[src/rtl/bcd2bin_multi_host_pkg.sv]
// Shared definitions for the BCD-to-binary test host.
//  - host_state_e : host FSM states
//  - lfsr_taps    : maximal-length Fibonacci tap mask for a 4*num_digits-bit LFSR
//  - bcd_to_bin   : golden BCD-to-binary conversion (Horner, MSD first)
//  - pow10        : 10**n, used for the result-width check
//  - fold_digit   : maps any nibble onto a legal BCD digit
package bcd2bin_multi_host_pkg;

  typedef enum logic [1:0] {
    S_ISSUE = 2'd0,
    S_WAIT  = 2'd1,
    S_CHECK = 2'd2,
    S_DONE  = 2'd3
  } host_state_e;

  // Bit k set means register bit k feeds the XOR (tap k+1 in 1-based notation).
  function automatic logic [31:0] lfsr_taps(input int num_digits);
    case (num_digits)
      2:       return 32'h0000_00B8;  // 8,6,5,4
      3:       return 32'h0000_0829;  // 12,6,4,1
      4:       return 32'h0000_D008;  // 16,15,13,4
      5:       return 32'h0009_0000;  // 20,17
      6:       return 32'h00E1_0000;  // 24,23,22,17
      7:       return 32'h0900_0000;  // 28,25
      8:       return 32'h8020_0003;  // 32,22,2,1
      default: return 32'h0000_0000;
    endcase
  endfunction

  function automatic logic [63:0] bcd_to_bin(input logic [31:0] bcd, input int num_digits);
    logic [63:0] acc;
    acc = 64'd0;
    for (int i = 7; i >= 0; i--) begin
      if (i < num_digits) acc = acc * 64'd10 + {60'd0, bcd[4*i +: 4]};
    end
    return acc;
  endfunction

  function automatic logic [63:0] pow10(input int n);
    logic [63:0] p;
    p = 64'd1;
    for (int i = 0; i < n; i++) p = p * 64'd10;
    return p;
  endfunction

  function automatic logic [3:0] fold_digit(input logic [3:0] v);
    return (v > 4'd9) ? v - 4'd6 : v;
  endfunction

endpackage

[src/rtl/bcd2bin_multi_host_vec_gen.sv]
// Stimulus generator for the BCD-to-binary host.
//  clk           in  : clock
//  rst           in  : synchronous active-high reset, reloads the LFSR with SEED
//  advance       in  : step the LFSR once (one pseudo-random vector consumed)
//  idx_is_corner in  : select a fixed corner vector instead of the LFSR vector
//  corner_sel    in  : 0 = all digits 0, 1 = all digits 9
//  vec           out : legal BCD vector, derived from the registered LFSR state
module bcd2bin_multi_host_vec_gen
  import bcd2bin_multi_host_pkg::*;
#(
  parameter int          NUM_DIGITS = 3,
  parameter logic [31:0] SEED       = 32'hACE1
) (
  input  logic                    clk,
  input  logic                    rst,
  input  logic                    advance,
  input  logic                    idx_is_corner,
  input  logic                    corner_sel,
  output logic [4*NUM_DIGITS-1:0] vec
);

  localparam int W = 4 * NUM_DIGITS;
  localparam logic [W-1:0] TAPS   = W'(lfsr_taps(NUM_DIGITS));
  localparam logic [W-1:0] SEED_T = W'(SEED);

  if (SEED_T == '0) begin : g_bad_seed
    $error("bcd2bin_multi_host_vec_gen: SEED truncated to %0d bits is zero", W);
  end

  logic [W-1:0] lfsr_q;

  always_ff @(posedge clk) begin
    if (rst)          lfsr_q <= SEED_T;
    else if (advance) lfsr_q <= {lfsr_q[W-2:0], ^(lfsr_q & TAPS)};
  end

  // Raw LFSR nibbles can be A..F; fold them back into 0..9.
  always_comb begin
    vec = '0;
    for (int i = 0; i < NUM_DIGITS; i++) begin
      if (idx_is_corner) vec[4*i +: 4] = corner_sel ? 4'd9 : 4'd0;
      else               vec[4*i +: 4] = fold_digit(lfsr_q[4*i +: 4]);
    end
  end

endmodule

[src/rtl/bcd2bin_multi_host.sv]
// Self-checking test host for an N-digit BCD-to-binary converter with a
// start/done_tick handshake. Issues NUM_VECTORS operands (two corners, then
// LFSR-derived), checks each result against a golden model, and watches for
// hung conversions and unsolicited done_ticks.
//  sys_clk, sys_rst         in  : system clock, synchronous active-high reset
//  cycle_count              in  : free-running cycle count, for messages only
//  sys_success, sys_fail    out : sticky verdict flags (never both set)
//  pass_count, fail_count   out : saturating 16-bit counters
//  clk, reset               out : clock/reset forwarded to the converter
//  start, bcd               out : request pulse and operand
//  ready, done_tick, bin    in  : converter handshake and result
module bcd2bin_multi_host
  import bcd2bin_multi_host_pkg::*;
#(
  parameter int          NUM_DIGITS   = 3,
  parameter int          BIN_WIDTH    = 10,
  parameter int          NUM_VECTORS  = 16,
  parameter int          TIMEOUT      = 256,
  parameter logic [31:0] SEED         = 32'hACE1,
  parameter bit          STOP_ON_FAIL = 1'b0
) (
  input  logic                    sys_clk,
  input  logic                    sys_rst,
  output logic                    sys_success,
  output logic                    sys_fail,
  input  logic [31:0]             cycle_count,
  output logic [15:0]             pass_count,
  output logic [15:0]             fail_count,
  output logic                    clk,
  output logic                    reset,
  output logic                    start,
  output logic [4*NUM_DIGITS-1:0] bcd,
  input  logic                    ready,
  input  logic                    done_tick,
  input  logic [BIN_WIDTH-1:0]    bin
);

  localparam int IDX_W = $clog2(NUM_VECTORS);
  localparam int TMR_W = $clog2(TIMEOUT);
  localparam logic [IDX_W-1:0] LAST_IDX = IDX_W'(NUM_VECTORS - 1);
  localparam logic [TMR_W-1:0] TMR_LAST = TMR_W'(TIMEOUT - 1);

  if (NUM_DIGITS < 2 || NUM_DIGITS > 8) begin : g_bad_digits
    $error("bcd2bin_multi_host: NUM_DIGITS=%0d outside 2..8", NUM_DIGITS);
  end
  if (BIN_WIDTH < 64 && (64'd1 << BIN_WIDTH) <= pow10(NUM_DIGITS) - 64'd1) begin : g_bad_width
    $error("bcd2bin_multi_host: BIN_WIDTH=%0d too narrow for %0d digits", BIN_WIDTH, NUM_DIGITS);
  end
  if (NUM_VECTORS < 2) begin : g_bad_vectors
    $error("bcd2bin_multi_host: NUM_VECTORS must be >= 2");
  end
  if (TIMEOUT < 2) begin : g_bad_timeout
    $error("bcd2bin_multi_host: TIMEOUT must be >= 2");
  end

  assign clk   = sys_clk;
  assign reset = sys_rst;

  host_state_e              state_q, state_d;
  logic [IDX_W-1:0]         idx_q;
  logic [TMR_W-1:0]         timer_q;
  logic [BIN_WIDTH-1:0]     bin_q;
  logic [4*NUM_DIGITS-1:0]  vec;
  logic [BIN_WIDTH-1:0]     expected;
  logic                     idx_is_corner;
  logic                     issue_fire, timed_out, spurious, match, mismatch, fail_now;
  logic [1:0]               fail_inc;

  function automatic logic [15:0] sat_add(input logic [15:0] a, input logic [1:0] inc);
    logic [16:0] s;
    s = {1'b0, a} + {15'd0, inc};
    return s[16] ? 16'hFFFF : s[15:0];
  endfunction

  assign idx_is_corner = (32'(idx_q) < 32'd2);

  bcd2bin_multi_host_vec_gen #(
    .NUM_DIGITS (NUM_DIGITS),
    .SEED       (SEED)
  ) u_vec_gen (
    .clk           (sys_clk),
    .rst           (sys_rst),
    .advance       (issue_fire && !idx_is_corner),
    .idx_is_corner (idx_is_corner),
    .corner_sel    (idx_q[0]),
    .vec           (vec)
  );

  // bcd is held from the start pulse through CHECK, so the golden value can
  // be taken straight from the operand register.
  assign expected   = BIN_WIDTH'(bcd_to_bin(32'(bcd), NUM_DIGITS));
  assign issue_fire = (state_q == S_ISSUE) && ready;
  assign timed_out  = (state_q == S_WAIT) && !done_tick && (timer_q == TMR_LAST);
  assign spurious   = done_tick && (state_q != S_WAIT);
  assign match      = (state_q == S_CHECK) && (bin_q == expected);
  assign mismatch   = (state_q == S_CHECK) && (bin_q != expected);
  assign fail_now   = mismatch || timed_out || spurious;
  // A spurious done_tick during CHECK can coincide with a mismatch: count both.
  assign fail_inc   = {1'b0, mismatch || timed_out} + {1'b0, spurious};

  always_comb begin
    state_d = state_q;
    case (state_q)
      S_ISSUE: if (ready) state_d = S_WAIT;
      S_WAIT: begin
        if (done_tick)      state_d = S_CHECK;
        else if (timed_out) state_d = S_DONE;
      end
      S_CHECK: begin
        if (idx_q == LAST_IDX || (mismatch && STOP_ON_FAIL)) state_d = S_DONE;
        else                                                  state_d = S_ISSUE;
      end
      default: state_d = S_DONE;
    endcase
  end

  always_ff @(posedge sys_clk) begin
    if (sys_rst) begin
      state_q     <= S_ISSUE;
      start       <= 1'b0;
      bcd         <= '0;
      idx_q       <= '0;
      timer_q     <= '0;
      pass_count  <= 16'd0;
      fail_count  <= 16'd0;
      sys_success <= 1'b0;
      sys_fail    <= 1'b0;
    end else begin
      state_q <= state_d;
      start   <= issue_fire;
      if (issue_fire) begin
        bcd     <= vec;
        timer_q <= '0;
      end else if (state_q == S_WAIT) begin
        timer_q <= timer_q + TMR_W'(1);
      end
      if (state_q == S_CHECK && state_d == S_ISSUE) idx_q <= idx_q + IDX_W'(1);
      pass_count <= sat_add(pass_count, {1'b0, match});
      fail_count <= sat_add(fail_count, fail_inc);
      // Any failure clears success so the two flags stay exclusive.
      if (fail_now) begin
        sys_fail    <= 1'b1;
        sys_success <= 1'b0;
      end else if (state_d == S_DONE && state_q != S_DONE) begin
        sys_success <= ~sys_fail;
      end
    end
  end

  // Result register carries data only; it is qualified by state, not reset.
  always_ff @(posedge sys_clk) begin
    if (state_q == S_WAIT && done_tick) bin_q <= bin;
  end

`ifndef SYNTHESIS
  always @(posedge sys_clk) begin
    if (!sys_rst) begin
      if (timed_out)
        $display("[Cycle %04d] bcd2bin: timeout on vector %0d (bcd %0h)", cycle_count, idx_q, bcd);
      if (mismatch)
        $display("[Cycle %04d] bcd2bin: %0h => 0x%0h (0x%0h expected), fail",
                 cycle_count, bcd, bin_q, expected);
      else if (match)
        $display("[Cycle %04d] bcd2bin: %0h => 0x%0h", cycle_count, bcd, bin_q);
    end
  end
`endif

endmodule

[config.mk]
export PLATFORM = sky130hd
export DESIGN_NAME = bcd2bin_multi_host
export DESIGN_NICKNAME = d
export VERILOG_FILES = /design/src/rtl/bcd2bin_multi_host_pkg.sv /design/src/rtl/bcd2bin_multi_host_vec_gen.sv /design/src/rtl/bcd2bin_multi_host.sv
export SDC_FILE = /design/constraint.sdc
export NUM_CORES = 1
export LEC_CHECK = 0
export BUFFER_PORTS_ARGS = -buffer_cell sky130_fd_sc_hd__buf_4
export CORE_MARGIN = 3
export CORE_UTILIZATION = 45
export DETAILED_ROUTE_END_ITERATION = 10
export GPL_ROUTABILITY_DRIVEN = 0
export PLACE_DENSITY_LB_ADDON = 0.12
export SETUP_SLACK_MARGIN = 0.1
export SLEW_MARGIN = 25
export SYNTH_ARGS = -nofsm -noshare
export SYNTH_HDL_FRONTEND = slang
export SYNTH_SLANG_ARGS = --single-unit
export TNS_END_PERCENT = 5
[constraint.sdc]
create_clock -name sys_clk -period 4.8 [get_ports sys_clk]
set_clock_uncertainty 0.2 [all_clocks]
set_input_delay 0.48 -clock sys_clk [delete_from_list [all_inputs] [get_ports sys_clk]]
set_output_delay 0.48 -clock sys_clk [all_outputs]
set_load 0.01 [all_outputs]
**Word-level counts from Yosys, hierarchy flattened**

Index checks and enable logic that the tools add are counted.

- Bits in registers: 83
- Bits of input ports: 46
- Logic and storage cells: 70

- $lt $le $gt $ge: 4
- Multiplexer cells: 14
- $mul: 2
- Bitwise gates (word level): 1
- Reductions and logical operators: 19
- Eq/ne operators: 9
- $add $sub $neg: 10

Operators by type and width:

| kind | number |
|---|---|
| $mux W16 | 2 |
| $mux W4 | 7 |
| $add A16 B1 Y17 | 1 |
| $add A16 B2 Y17 | 1 |
| $gt A4 B4 Y1 const B | 3 |
| $reduce_xor A12 Y1 | 1 |
| $sub A4 B3 Y4 const B | 3 |
| $add A10 B4 Y10 | 1 |
| $eq A10 B10 Y1 | 1 |
| $logic_and A1 B1 Y1 | 10 |
| $ne A10 B10 Y1 | 1 |
| $add A8 B4 Y9 | 1 |
| $mul A9 B3 Y9 const B | 1 |
| $add A8 B1 Y8 const B | 1 |
| $eq A8 B8 Y1 const B | 1 |
| $mux W2 | 4 |
| $mul A4 B3 Y7 const B | 1 |
| $pmux W2 S3 | 1 |
| $add A4 B1 Y4 const B | 1 |
| $eq A2 B2 Y1 const B | 2 |
| $eq A4 B4 Y1 const B | 1 |
| $logic_not A2 Y1 | 2 |
| $lt A4 B2 Y1 const B | 1 |
| $reduce_or A2 Y1 | 2 |
| other kinds (7) | 9 |

**Depth between registers and ports, before layout**

- Depth in word-level cells: 10
- Mapped depth: 23
- Gate-level depth less buffers: 23

**Hierarchy**

Synthesis repeated with hierarchy kept, for this count alone.

- Cell total of the unflattened synthesis: 501
- Area, all modules: 4545.6 um^2

By module, submodules not included:

| module | area each (um^2) | times used | cells each | sequential area each (um^2) |
|---|---|---|---|---|
| bcd2bin_multi_host | 3865.0 | 1 | 419 | 1521.5 |
| bcd2bin_multi_host_vec_gen | 680.7 | 1 | 82 | 240.2 |

==> metrics.log <==
INFO  metric drt-pass1-iter-count = 6
INFO  metric die_area = 0.0109 mm2
INFO  metric synth_top_area_cell = sky130_fd_sc_hd__dfxtp_1
INFO  metric rsz0062_at_grt = true
INFO  metric drt_iter0_drc = ~110
INFO  metric hold_path_end = sys_success
INFO  metric antenna_violating_nets_post_route = 0
INFO  metric pin_count = 95
INFO  metric grt_pass1_wl = ~17,000 um
INFO  metric finalSetupViolations = 32
INFO  metric clock.fmax = approximately 200 MHz
INFO  metric vias = ~3,700
INFO  metric run_status = finished, violations left
INFO  metric drc = 0
INFO  metric clk_pin_slew_worst_paths = ~90 ps
INFO  metric wl_per_cell = around 14 um
INFO  metric warnings_from_yosys = 0
INFO  metric core_area = 0.00933 mm2
INFO  metric total_switching_power = around 0.38 mW
INFO  metric max_rail_drop_vdd = between 200 and 250 uV
INFO  metric register_area_share_after_synthesis = 0.403
INFO  metric initial_core_util = 0.469
INFO  metric pwr-share-comb = 0.134
INFO  metric share_seq_of_total_power = 0.507
INFO  metric worstPathMaxFanout = 6
INFO  metric power_density_relative_to_cell_area = between 200 and 250 mW/mm2
INFO  metric cp-end-kind = register
INFO  metric finalWorstPathRequiredPeriod = a little over 5000 ps
INFO  metric layout_setup_ws = -280 ps
INFO  metric io_buffers = 62
INFO  metric cp-start-kind = register
INFO  metric netlist_top_cells_count = sky130_fd_sc_hd__dfxtp_1, sky130_fd_sc_hd__a21oi_1, sky130_fd_sc_hd__nand2_1
INFO  metric rows = 35
INFO  metric grt_max_degree = 64
INFO  metric diodes = 0
INFO  metric worstHoldPathCells = 3
INFO  metric yosysTopAreaCellShare = 0.334
INFO  metric postSynthCellCount = around 480
INFO  metric failed_checks = negative setup slack
INFO  metric yosys.cell_count.top_type = sky130_fd_sc_hd__dfxtp_1
INFO  metric synth.ff_latch_count = 83
INFO  metric post_drt_via_cell_ratio = about 5.2
INFO  metric cellInternalPower = 1.06 mW
INFO  metric clock_latency_on_the_worst_skew_pair = around 460 ps
INFO  metric post-layout-total-power = around 1.4 mW
INFO  metric net_switching_fraction_of_the_power = 0.262
INFO  metric crit_start = bcd[9]
INFO  metric first_global_vias = roughly 3,700
INFO  metric placed_cell_area = roughly 0.0053 mm2
INFO  metric power_frac_clock = 0.359
INFO  metric number_of_antenna_violations_at_the_first_check_in_global_routing = 0
INFO  metric power_leakage = approximately 2.5 nW
INFO  metric residual_overflow_from_global_routing = 0
INFO  metric grt_util_all_layers = 0.187
INFO  metric timing_worst_slew_pin_value = 695 ps
INFO  metric dieWidth = roughly 100 um
INFO  metric min_period_over_period = 1.06
INFO  metric async_reset_ff_frac = 0
INFO  metric reg2reg_from = bcd[9]
INFO  metric fin_nets = roughly 670
INFO  metric hold_start = done_tick
INFO  metric cap_viol_max_count = 0
INFO  metric rr_worst_depth = 24
INFO  metric synth_area = about 0.0044 mm2
INFO  metric slew_viol_final = 0
INFO  metric syn_nets = 560
INFO  metric max_slew_margin = 0.535
INFO  metric finalInstanceArea = between 0.005 and 0.006 mm2
INFO  metric reg2reg_to = fail_count[10]
INFO  metric fillCellCount = a little over 800
INFO  metric area_delta_synth_final = 32.2%
INFO  metric post-dp-hpwl = 7120 um
INFO  metric synth_edf_count = 10
INFO  metric ys.flop_type = sky130_fd_sc_hd__dfxtp_1
INFO  metric timing.final.hold_violations = 0
INFO  metric min_path_type = in -> reg
INFO  metric die_height = between 100 and 150 um
INFO  metric regToRegSetupSlack = -280 ps
INFO  metric drt_wl_total = about 10000 um
INFO  metric post_synth.cell_area_avg = just over 9 um2
INFO  metric synth_top_cells_by_area = sky130_fd_sc_hd__dfxtp_1, sky130_fd_sc_hd__ha_1, sky130_fd_sc_hd__edfxtp_1, sky130_fd_sc_hd__xnor2_1, sky130_fd_sc_hd__a21oi_1
INFO  metric worstPathRequired = around 4900 ps
INFO  metric critPathKind = reg -> reg
INFO  metric tritoncts = yes
INFO  metric synth.lib_cells_used.distinct = 47
INFO  metric worst-endpoint-arrival = ~5200 ps
INFO  metric drive_gt1_frac = 0.284
[area by class of cell]
type                            count  area [um2]  share of cell area
Clock buffer                       14         176              0.0305
Clock inverter                      5        30.0             0.00519
Inverter                           13        48.8             0.00844
Multi-Input combinational cell    363        2720               0.470
Sequential cell                    83        1770               0.306
Tap cell                          129         161              0.0279
Timing Repair Buffer              113         877               0.152
[through the flow]
stage          instances  hold WS [ps]  setup slack (ps)  TNS [ps]  utilization
2_1_floorplan        479           246              -146     -2800            -
3_3_place_gp         689           262              -424    -11280        0.569
3_5_place_dp         689           280              -446    -11810        0.569
4_1_cts              720           196              -315     -6480        0.612
5_1_grt              720           223              -504    -14140        0.620
6_report             720           207              -280     -6080        0.620
[logic make-up (layout without fill, tap and decap cells)]
kind of cell,count (synthesis),after routing,share of synthesized area
compound gates,95,95,0.131
xor+xnor,58,58,0.116
fa+ha+maj,35,35,0.109
buf+inv,33,145,0.0317
flops,83,83,0.403
mux,8,8,0.0223
simple gates,167,167,0.188
[cells in the final DEF, fill, tap and decap left out, types with 12 or more instances in the layout]
cell	synthesis	layout
sky130_fd_sc_hd__inv_1	13	13
sky130_fd_sc_hd__dfxtp_1	73	69
sky130_fd_sc_hd__xnor2_1	33	27
sky130_fd_sc_hd__nand2_1	50	50
sky130_fd_sc_hd__nor2_1	44	41
sky130_fd_sc_hd__xor2_1	25	21
sky130_fd_sc_hd__a21oi_1	52	50
sky130_fd_sc_hd__ha_1	30	22
sky130_fd_sc_hd__buf_4	3	103
sky130_fd_sc_hd__clkbuf_8	0	12
[power by group through the flow]
stage,Sequential [mW],Clock (mW),Combinational [mW]
4_1_cts,0.729,0.532,0.187
6_report,0.730,0.517,0.194
2_1_floorplan,0.747,0.0172,0.105
5_1_grt,0.732,0.565,0.214
3_3_place_gp,0.745,0.0172,0.166
3_5_place_dp,0.745,0.0172,0.171
[registers in the layout (all words and copies together) (netlist names)]
signal,count
timer_q,8
bin_q,10
pass_count,16
u_vec_gen.lfsr_q,12
start,1
sys_success,1
idx_q,4
bcd,12
sys_fail,1
state_q,2
fail_count,16
[timing repair]
action,CTS,global route
gates resized for setup,14,12
endpoints found under the hold margin,10,0
gates cloned,0,0
pin swaps,16,3
setup buffers,3,0
endpoints found under the setup margin,32,32
hold buffers,10,0
[critical path: stages (launching register included)]
cell and delay [ps]:
sky130_fd_sc_hd__dfxtp_4 360, sky130_fd_sc_hd__ha_4 240, sky130_fd_sc_hd__ha_4 150, sky130_fd_sc_hd__fa_1 530, sky130_fd_sc_hd__nand2_1 80, sky130_fd_sc_hd__a21oi_2 180, sky130_fd_sc_hd__xnor2_2 150, sky130_fd_sc_hd__xnor2_1 150
sky130_fd_sc_hd__ha_1 280, sky130_fd_sc_hd__ha_4 320, sky130_fd_sc_hd__xnor2_2 90, sky130_fd_sc_hd__buf_4 140, sky130_fd_sc_hd__buf_4 120, sky130_fd_sc_hd__xnor2_1 170, sky130_fd_sc_hd__nor4_2 280, sky130_fd_sc_hd__a21oi_1 100
sky130_fd_sc_hd__buf_4 150, sky130_fd_sc_hd__fa_2 360, sky130_fd_sc_hd__ha_4 180, sky130_fd_sc_hd__and3_4 190, sky130_fd_sc_hd__nand3_4 90, sky130_fd_sc_hd__nor3_4 50, sky130_fd_sc_hd__nand4_1 160, sky130_fd_sc_hd__buf_4 170
sky130_fd_sc_hd__a21oi_1 60
[per-layer routing]
layer,GRT usage,routed length (um),part of all wire,vias to the layer above
met3,0.0469,439,0.044,25
met4,0.0797,239,0.024,0
met5,0,0,0,-
li1,-,-,-,1877
met1,0.222,4190,0.42,1728
met2,0.322,5000,0.51,80
[worst max-delay path by stage]
stage                endpoint  slack [ps]  cells after the start
6_report       fail_count[10]        -280                     24
5_1_grt        fail_count[15]        -500                     23
4_1_cts        fail_count[10]        -320                     24
3_5_place_dp    fail_count[5]        -450                     23
3_3_place_gp    fail_count[1]        -420                     23
2_1_floorplan  fail_count[10]        -150                     23
Note: power is estimated with default switching activity, not from simulation.
